### src/rtl/wb_arbiter.sv
// Writeback arbiter: grants one of NUM_SRC result producers per cycle onto the
// registered RF write port / bypass. Optional retire counter via WB_RETIRE_CNT_EN.
module wb_arbiter #(
  parameter int XLEN     = 32,
  parameter int NUM_SRC  = 3,
  parameter int REG_AW   = 5,
  parameter int ARB_MODE = 0
) (
  input  logic                      clk,
  input  logic                      reset,
  input  logic [NUM_SRC-1:0]        src_valid,
  output logic [NUM_SRC-1:0]        src_ready,
  input  logic [NUM_SRC*REG_AW-1:0] src_rd,
  input  logic [NUM_SRC*XLEN-1:0]   src_data,
  input  logic                      flush,
  output logic                      rf_we,
  output logic [REG_AW-1:0]         rf_waddr,
  output logic [XLEN-1:0]           rf_wdata,
  output logic                      wb_retire,
  output logic                      byp_valid,
  output logic [REG_AW-1:0]         byp_rd,
  output logic [XLEN-1:0]           byp_data
`ifdef WB_RETIRE_CNT_EN
  ,
  output logic [63:0]               retire_cnt
`endif
);

  localparam int PTR_W = (NUM_SRC > 1) ? $clog2(NUM_SRC) : 1;
  localparam bit RR    = (ARB_MODE == 1) && (NUM_SRC > 1);

  logic [NUM_SRC-1:0][REG_AW-1:0] rd_a;
  logic [NUM_SRC-1:0][XLEN-1:0]   data_a;
  logic [PTR_W-1:0]               rr_ptr;
  logic [PTR_W-1:0]               gidx;
  logic                           any_gnt;
  logic [REG_AW-1:0]              g_rd;
  logic [XLEN-1:0]                g_data;

  for (genvar i = 0; i < NUM_SRC; i++) begin : g_unpack
    assign rd_a[i]   = src_rd[i*REG_AW +: REG_AW];
    assign data_a[i] = src_data[i*XLEN +: XLEN];
  end

  // Priority search starting at the RR pointer (or 0 in fixed mode), wrapping.
  always_comb begin
    int idx;
    src_ready = '0;
    gidx      = '0;
    any_gnt   = 1'b0;
    idx       = 0;
    if (!flush) begin
      for (int k = 0; k < NUM_SRC; k++) begin
        idx = RR ? int'(rr_ptr) + k : k;
        if (idx >= NUM_SRC) idx = idx - NUM_SRC;
        if (!any_gnt && src_valid[idx]) begin
          src_ready[idx] = 1'b1;
          gidx           = PTR_W'(idx);
          any_gnt        = 1'b1;
        end
      end
    end
  end

  assign g_rd   = rd_a[gidx];
  assign g_data = data_a[gidx];

  always_ff @(posedge clk or posedge reset) begin
    if (reset) begin
      rf_we     <= 1'b0;
      wb_retire <= 1'b0;
      rf_waddr  <= '0;
      rf_wdata  <= '0;
      rr_ptr    <= '0;
    end else begin
      wb_retire <= any_gnt;
      rf_we     <= any_gnt && (g_rd != '0);
      if (any_gnt) begin
        rf_waddr <= g_rd;
        rf_wdata <= g_data;
      end
      if (RR && any_gnt)
        rr_ptr <= (gidx == PTR_W'(NUM_SRC-1)) ? '0 : gidx + 1'b1;
    end
  end

  assign byp_valid = rf_we;
  assign byp_rd    = rf_waddr;
  assign byp_data  = rf_wdata;

`ifdef WB_RETIRE_CNT_EN
  // Counts retirements as seen on the outputs, so it lags wb_retire by a cycle.
  always_ff @(posedge clk or posedge reset) begin
    if (reset)          retire_cnt <= '0;
    else if (wb_retire) retire_cnt <= retire_cnt + 64'd1;
  end
`endif

endmodule

### config.mk
export PLATFORM = sky130hd
export DESIGN_NAME = wb_arbiter
export DESIGN_NICKNAME = d
export VERILOG_FILES = /design/src/rtl/wb_arbiter.sv
export SDC_FILE = /design/constraint.sdc
export NUM_CORES = 1
export LEC_CHECK = 0
export BUFFER_PORTS_ARGS = -buffer_cell sky130_fd_sc_hd__buf_2
export CORE_MARGIN = 5
export CORE_UTILIZATION = 44
export CTS_CLUSTER_DIAMETER = 80
export DETAILED_ROUTE_END_ITERATION = 8
export PLACE_DENSITY = 0.95
export SETUP_SLACK_MARGIN = 0.3
export SLEW_MARGIN = 20
export SYNTH_ARGS = -nofsm -noshare
export SYNTH_HDL_FRONTEND = slang
export SYNTH_SLANG_ARGS = --single-unit
### constraint.sdc
create_clock -name clk -period 2.4 [get_ports clk]
set_clock_uncertainty 0.1 [all_clocks]
set_input_delay 0.48 -clock clk [delete_from_list [all_inputs] [get_ports clk]]
set_output_delay 0.48 -clock clk [all_outputs]
set_load 0.01 [all_outputs]
==> impl_metrics.yaml, run 1 <==
status:
  status: "finished, final reports clean"
worst_setup_path:
  critical_path_class: "in -> out"
  path_cells: "buf_2 -> or3b_4 -> buf_12 -> inv_1 -> buf_2"
  path_buf_inv: 4
  worstSetupStartpointType: "input port"
  cp_slowest_cell: "or3b_4"
  crit_fanout: 17
  critPathMaxStageDelay_ns: 0.45
  required_ns: 1.82
  cp_top_family: "buffers and inverters"
  path_common_cell: "buf_2"
  worst_ep_arrival_time_ns: 1.46
  cp-end-kind: "output pin"
sta:
  period_needed_ns: 2.04
  worst_slew_pin_slew_ns: 0.488
  finalSetupViolations: 0
  worst_slack_ns: 0.361
  slew_headroom: 0.673
  rsz0062_at_grt: "false"
  hold_violations: 0
  finalSetupTns_ns: 0
  fmax_mhz: 490
  period_share: 0.850
  slew_viol_final: 0
  timing.hold.ws_ns: 0.211
power:
  p_per_area_nw_per_um2: 558
  pwr-share-seq: 0.418
  switching_share: 0.320
  peakVddDrop_mv: 0.265
  comb_power_share: 0.341
  internal_power_uw: 1330
  p_switching_uw: 627
  clockPowerShare: 0.241
  p_leak_uw: 0.00193
grt:
  grt_pass1_vias: 2609
  grt.overflow.total: 0
  grt_max_degree: 40
  antenna_found_initial: 0
  grt_pass1_wl_um: 12200
  grt_usage: 0.202
synth:
  synth.yosys.warnings: 0
  synth.distinct_cells: 31
  synth.avg_cell_area_um2: 9.54
  seq_area_frac_synth: 0.377
  postSynthRegisterBits: 39
  synth_area_um2: 2590
  synthesis.nets: 388
  synthCells: 271
clock_tree:
  clock_latency_ns: 0.28
  cts_buffer_depth: 2
  cts-root-buf: "clkbuf_8"
  cts_tree: "done"
  cts.sinks: 39
  cts_max_level: 2
  cts.clk_slew.worst_paths_ns: 0.07
  ctsHoldBuffers: 0
  cts_buffers: 5
final_layout:
  drive_gt1_frac: 0.526
  fin_cells: 503
  finalCoreUtilization: 0.604
  fill_cells: 516
  diodes: 0
  ff_latch_area_um2: 976
  fin_nets: 544
  multi_input_area_um2: 1180
  syn2layout_area_growth_pct: 35.8
floorplanning:
  rows: 28
  die_area_um2: 7510
  coreArea_um2: 5820
  die-width_um: 86.7
  fp.dieH_um: 86.7
  io_pins: 197
  initial_core_util: 0.445
routing:
  ant_nets: 0
  drt-total-wl_um: 7870
  vias: 2568
  vias_per_cell: 5.11
  wl_per_cell_um: 15.6
  drcViolationCount: 0
  drtIter0Drc: 55
  firstDrtPassIters: 6
hold_path:
  hold_path.class: "in -> async"
place:
  dp_hpwl_um: 6280
  port_buffers: 196
  pre_cts_ws_ns: 0.186
  gp_congestion: 0.836
  dp.cells: 493
flow_run:
  maxCapViolations: 0
[kinds of logic after synthesis]
group           Yosys count  share of synthesized area
mux                      36                      0.141
buf+inv                  65                      0.175
compound gates           81                      0.221
flops                    39                      0.377
simple gates             50                     0.0861
[per-stage QoR]
stage | power [uW] | area [um^2]
finish | 1960 | 3510
global route | 2080 | 3510
CTS | 1990 | 3500
detailed placement | 1510 | 3390
global placement | 1480 | 3390
floorplan | 1280 | 2590
[sequential cells by signal, indices dropped and copies added, names as in the netlist]
| signal | cells |
|---|---|
| byp_data | 32 |
| byp_rd | 5 |
| byp_valid | 1 |
| wb_retire | 1 |
[cell usage in the layout, fill, tap and decap left out, types with 2 or more instances in the layout]
master	netlist	routed
buf_2	7	196
inv_1	6	6
o21ai_0	8	8
clkbuf_8	0	7
dfrtp_1	39	39
nor2_1	35	35
a21oi_1	32	32
a2bb2oi_1	28	28
buf_12	0	5
mux2_2	4	4
nor2b_1	2	2
buf_4	39	7
nand2_1	6	6
mux2i_1	32	32
o22a_1	3	3
[path summary, 6_finish.rpt]
path | start | to | slack [ns] | depth (start not counted)
setup / recovery | flush | src_ready[1] | 0.36 | 5
hold / removal | reset | byp_data[20]$_DFFE_PP0P_ | 0.21 | 3
setup reg to reg | byp_data[1]$_DFFE_PP0P_ | byp_data[1]$_DFFE_PP0P_ | 1.51 | 1
hold reg to reg | byp_data[7]$_DFFE_PP0P_ | byp_data[7]$_DFFE_PP0P_ | 0.43 | 1
max in group asynchronous | reset | byp_data[8]$_DFFE_PP0P_ | 1.66 | 3
min in group clk | src_data[80] | byp_data[16]$_DFFE_PP0P_ | 0.39 | 3
[per-layer routing]
| metal | part of all wire | wire length, um | track usage | vias up |
|---|---|---|---|---|
| met5 | 0 | 0 | 0 | - |
| met4 | 0.023 | 179 | 0.0765 | 0 |
| met3 | 0.081 | 635 | 0.0447 | 22 |
| met2 | 0.53 | 4160 | 0.364 | 123 |
| met1 | 0.37 | 2900 | 0.233 | 1192 |
| li1 | - | - | - | 1231 |
[cell type report]
type,count,share of cell area
clock buffers,8,0.0285
well taps,75,0.0267
multi-input cells,167,0.337
inverters,6,0.00641
repair buffers,208,0.323
flip-flops and latches,39,0.278
[synth_stat cells]
master	count	area share
a21oi_1	32	0.062
a221oi_4	1	0.010
a22oi_1	1	0.0029
a2bb2oi_1	28	0.095
a2bb2oi_2	1	0.0058
a31oi_1	1	0.0024
a41oi_1	1	0.0034
and2_1	1	0.0024
buf_2	7	0.014
buf_4	39	0.11
buf_6	7	0.030
clkbuf_1	6	0.0087
dfrtp_1	39	0.38
inv_1	6	0.0087
mux2_2	4	0.017
mux2i_1	32	0.12
nand2_1	6	0.0087
nand3_1	1	0.0019
nand3b_1	1	0.0029
nor2_1	35	0.051
nor2b_1	2	0.0048
nor3_1	1	0.0019
nor4b_1	1	0.0034
nor4b_2	1	0.0058
o211ai_1	1	0.0029
o21ai_0	8	0.015
o21ai_1	1	0.0019
o21bai_1	2	0.0058
o22a_1	3	0.010
o31ai_1	1	0.0029
or3b_1	1	0.0034
[power by group through the flow]
stage	Sequential [uW]	Clock, uW	Combinational, uW
floorplan	866	0	410
global placement	824	0	655
detailed placement	831	0	675
CTS	819	492	676
global route	832	525	725
finish	818	473	669
[timing repair]
item,in CTS,in global routing
resized for setup,1,0
endpoints found under the hold margin,0,0
setup endpoints to repair,2,2
pin swaps,1,2
buffers inserted,0,2
Power figures use the tool's default switching activity.
==> run 2, diff against run 1 <==
CORE_UTILIZATION = 40   (was 44)
PLACE_DENSITY = 0.89   (was 0.95)
clock period = 2.12 ns   (was 2.4 ns; I/O delays follow)
==> impl_metrics.yaml, run 2 (synthesis gave the netlist of run 1 again) <==
status:
  status: "finished, final reports clean"
final_layout:
  fin_nets: 557
  multi_input_area_um2: 1190
  final_cell_mix: "buf_2 (193), dfrtp_1 (39), nor2_1 (35)"
  diodes: 0
  postLayoutCellArea_um2: 3690
  syn2layout_area_growth_pct: 42.9
  ff_latch_area_um2: 976
  drive_gt1_frac: 0.546
  mostFrequentLayoutCell: "buf_2"
  largest_reg_flops: 32
  fill_cells: 573
routing:
  drt-total-wl_um: 8060
  drtIter0Drc: 87
  vias: 2608
  firstDrtPassIters: 4
  drcViolationCount: 0
  vias_per_cell: 5.03
  ant_nets: 0
  wl_per_cell_um: 15.6
floorplanning:
  die-width_um: 90.4
  io_pins: 197
  coreArea_um2: 6310
  fp.dieH_um: 90.4
  rows: 29
  die_area_um2: 8170
  initial_core_util: 0.410
clock_tree:
  ctsHoldBuffers: 0
  cts_tree: "done"
  cts_max_level: 2
  cts-root-buf: "clkbuf_8"
  cts.clk_slew.worst_paths_ns: 0.07
  cts_buffers: 5
  cts_buffer_depth: 2
  cts.sinks: 39
  clock_latency_ns: 0.28
grt:
  grt_pass1_wl_um: 13100
  grt_max_degree: 40
  grt_usage: 0.190
  grt.overflow.total: 0
  antenna_found_initial: 0
  grt_pass1_vias: 2749
place:
  dp_hpwl_um: 6370
  gp_congestion: 0.797
  placed_area_um2: 3420
  port_buffers: 196
sta:
  finalSetupTns_ns: 0
  slew_headroom: 0.533
  hold_violations: 0
  rsz0062_at_grt: "false"
  period_needed_ns: 1.76
  fmax_mhz: 567
  period_share: 0.832
  slew_viol_final: 0
  worst_slew_pin_slew_ns: 0.698
  finalSetupViolations: 0
power:
  p_leak_uw: 0.00202
  p_per_area_nw_per_um2: 635
  peakVddDrop_mv: 0.350
  power_uw: 2340
worst_setup_path:
  path_common_cell: "buf_6"
  path_cells: "buf_6 -> buf_6 -> nor4b_4 -> clkbuf_16 -> buf_6"
  crit_fanout: 3
  required_ns: 1.60
  worst_ep_arrival_time_ns: 1.24
  cp-end-kind: "output pin"
  critical_path_class: "in -> out"
  cp_slowest_cell: "nor4b_4"
  worstSetupStartpointType: "input port"
  r2r_setup_slack_ns: 1.21
  critPathMaxStageDelay_ns: 0.32
hold_path:
  hold_path.class: "in -> async"
flow_run:
  maxCapViolations: 0
## run 2: cell count changes in the layout (fill, tap and decap cells not counted), sizes merged
| cell | before | now |
|---|---|---|
| inv | 6 | 5 |
| bufbuf | 0 | 1 |
| bufinv | 0 | 1 |
| clkbuf | 8 | 7 |
| buf | 208 | 219 |
| clkinv | 0 | 2 |
## run 2: worst max-delay path, delay by kind of cell
family,cells,cell delay (ns)
and+or+nand+nor,1,0.32
buffers and inverters,4,0.48
## run 2: report_power, final
group | internal, uW | leakage [uW] | switching, uW
Clock | 381 | 0.0000612 | 253
Sequential | 846 | 0.000427 | 77.4
Combinational | 389 | 0.00154 | 398
Total | 1620 | 0.00202 | 729
## run 2: worst paths after layout
| kind | from | cells after the start | to |
|---|---|---|---|
| max | flush | 5 | src_ready[2] |
| min | reset | 3 | byp_data[26]$_DFFE_PP0P_ |
| max reg2reg | byp_data[7]$_DFFE_PP0P_ | 1 | byp_data[7]$_DFFE_PP0P_ |
| min reg2reg | byp_data[22]$_DFFE_PP0P_ | 1 | byp_data[22]$_DFFE_PP0P_ |
| max in group asynchronous | reset | 3 | byp_data[12]$_DFFE_PP0P_ |
| min in group clk | src_data[79] | 3 | byp_data[15]$_DFFE_PP0P_ |
## run 2: what timing repair did
item	4_1_cts	5_1_grt
setup endpoints to repair	2	15
buffers inserted	2	7
pin swaps	1	1
resized for setup	1	9
gates cloned	1	0
## run 2: final cells by class
class / instances / area share
inverters: 6 / 0.00610
clock inverters: 2 / 0.00948
flip-flops and latches: 39 / 0.264
well taps: 77 / 0.0261
repair buffers: 221 / 0.350
multi-input cells: 167 / 0.321
clock buffers: 6 / 0.0224
## run 2: through the flow
| stage | hold WS, ns | utilization | cells | setup WS (ns) |
|---|---|---|---|---|
| after floorplan | 0.473 | - | 271 | 0.279 |
| after global placement | 0.414 | 0.542 | 500 | 0.0682 |
| after detailed placement | 0.431 | 0.542 | 500 | 0.0104 |
| after CTS | 0.151 | 0.568 | 511 | 0.299 |
| after global routing | 0.174 | 0.585 | 518 | 0.301 |
| final | 0.134 | 0.585 | 518 | 0.357 |
## run 2: metal layers
layer | GRT usage | share of wire | vias to the layer above
met5 | 0 | 0 | -
met4 | 0.0546 | 0.013 | 0
met3 | 0.0467 | 0.082 | 10
met2 | 0.351 | 0.54 | 122
met1 | 0.214 | 0.37 | 1215
li1 | - | - | 1261
==> run 3, diff against run 2 <==
clock period = 1.8 ns   (was 2.12 ns; I/O delays follow)
==> impl_metrics.yaml, run 3 (synthesis gave the netlist of run 1 again) <==
routing:
  vias_per_cell: 5.02
  wl_met2_um: 4640
  routed.top_layer: "met4"
  drcViolationCount: 0
  wl_met1_um: 3390
  ant_nets: 0
  wl_per_cell_um: 16.5
  drtIter0Drc: 73
  firstDrtPassIters: 4
  vias: 2636
  drt-total-wl_um: 8660
  routed-wl-met3_um: 534
worst_setup_path:
  r2r_setup_slack_ns: 0.91
  critical_path_class: "in -> out"
  required_ns: 1.34
  cp-end-kind: "output pin"
  worst_ep_arrival_time_ns: 1.17
  rr_worst_depth: 1
  startpoint: "flush"
  regToRegEndpoint: "byp_data[1]$_DFFE_PP0P_"
  worstSetupStartpointType: "input port"
  crit_fanout: 4
  r2r-start: "byp_data[1]$_DFFE_PP0P_"
floorplanning:
  fp.dieH_um: 90.4
  die_area_um2: 8170
  initial_core_util: 0.410
  die-width_um: 90.4
  io_pins: 197
  rows: 29
  coreArea_um2: 6310
sta:
  fmax_mhz: 614
  slew_headroom: 0.671
  period_needed_ns: 1.63
  finalSetupViolations: 0
  worst_slew_pin_slew_ns: 0.494
  rsz0062_at_grt: "true"
  hold_violations: 0
  worst_slack_ns: 0.172
  period_share: 0.905
  slew_viol_final: 0
grt:
  grt_pass1_vias: 2767
  antenna_found_initial: 0
  grt_max_degree: 40
  grt.overflow.total: 0
  grt_usage: 0.195
  grt_pass1_wl_um: 13300
hold_path:
  hold_path.class: "in -> async"
clock_tree:
  cts-root-buf: "clkbuf_8"
  ctsHoldBuffers: 0
  clock_latency_ns: 0.28
  cts_tree: "done"
  cts.sinks: 39
  cts_buffers: 5
  cts.clk_slew.worst_paths_ns: 0.07
  cts_max_level: 2
  cts_buffer_depth: 2
final_layout:
  largest_reg_flops: 32
  fill_cells: 542
  mostFrequentLayoutCell: "buf_2"
  diodes: 0
  final_cell_mix: "buf_2 (191), dfrtp_1 (39), nor2_1 (35)"
  fin_nets: 564
  fin_cells: 525
  syn2layout_area_growth_pct: 52.2
  drive_gt1_frac: 0.589
power:
  p_leak_uw: 0.00208
  peakVddDrop_mv: 0.385
  p_per_area_nw_per_um2: 696
place:
  port_buffers: 196
  dp_hpwl_um: 6240
  dp.cells: 503
  gp_congestion: 0.884
  pre_cts_ws_ns: -0.200
status:
  status: "finished, final reports clean"
flow_run:
  maxCapViolations: 0
-- run 3: cell types whose count changed in the layout (fill, tap and decap cells not counted), sizes merged --
cell | previous run | this run
clkbuf | 7 | 11
bufinv | 1 | 0
buf | 219 | 224
inv | 5 | 4
-- run 3: report_power, final --
group	switching (uW)	leakage [uW]	internal [uW]
sequential	92.3	0.000427	997
combinational	502	0.00160	510
clock	287	0.0000515	350
-- run 3: metal layers --
metal | global-route usage | vias to the layer above
met4 | 0.0422 | 0
li1 | - | 1270
met1 | 0.228 | 1244
met2 | 0.357 | 112
met5 | 0 | -
met3 | 0.0458 | 10
-- run 3: worst max-delay path, stage by stage --
cell and delay [ns]:
buf_6 0.09, or3b_4 0.43, buf_12 0.16, clkinv_4 0.04, buf_6 0.09
-- run 3: cell type report --
type	count	area, um^2	share of cell area
clock buffers	8	100	0.0254
inverters	6	27.5	0.00700
multi-input cells	167	1290	0.329
flip-flops and latches	39	976	0.248
well taps	77	96.3	0.0245
repair buffers	228	1440	0.366
-- run 3: worst max path at each step --
stage	endpoint	slack (ns)
2_1_floorplan	byp_data[0]$_DFFE_PP0P_	0.05
3_3_place_gp	byp_valid$_DFF_PP0_	-0.14
3_5_place_dp	byp_valid$_DFF_PP0_	-0.20
4_1_cts	src_ready[1]	0.18
5_1_grt	src_ready[2]	0.13
6_report	src_ready[1]	0.17
-- run 3: repair_timing --
action,in CTS,in global routing
resized for setup,15,29
buffers inserted,7,2
setup endpoints to repair,39,37
gates cloned,1,4
pin swaps,2,15
-- run 3: metrics by stage --
step | area [um^2] | power, uW | utilization | hold slack, ns | setup TNS, ns
3_3_place_gp | 3430 | 1990 | 0.544 | 0.396 | -1.67
3_5_place_dp | 3430 | 2020 | 0.544 | 0.403 | -3.31
6_report | 3940 | 2740 | 0.623 | 0.0819 | 0
2_1_floorplan | 2630 | 1710 | - | 0.448 | 0
5_1_grt | 3940 | 2900 | 0.623 | 0.140 | 0
4_1_cts | 3700 | 2700 | 0.586 | 0.0931 | 0
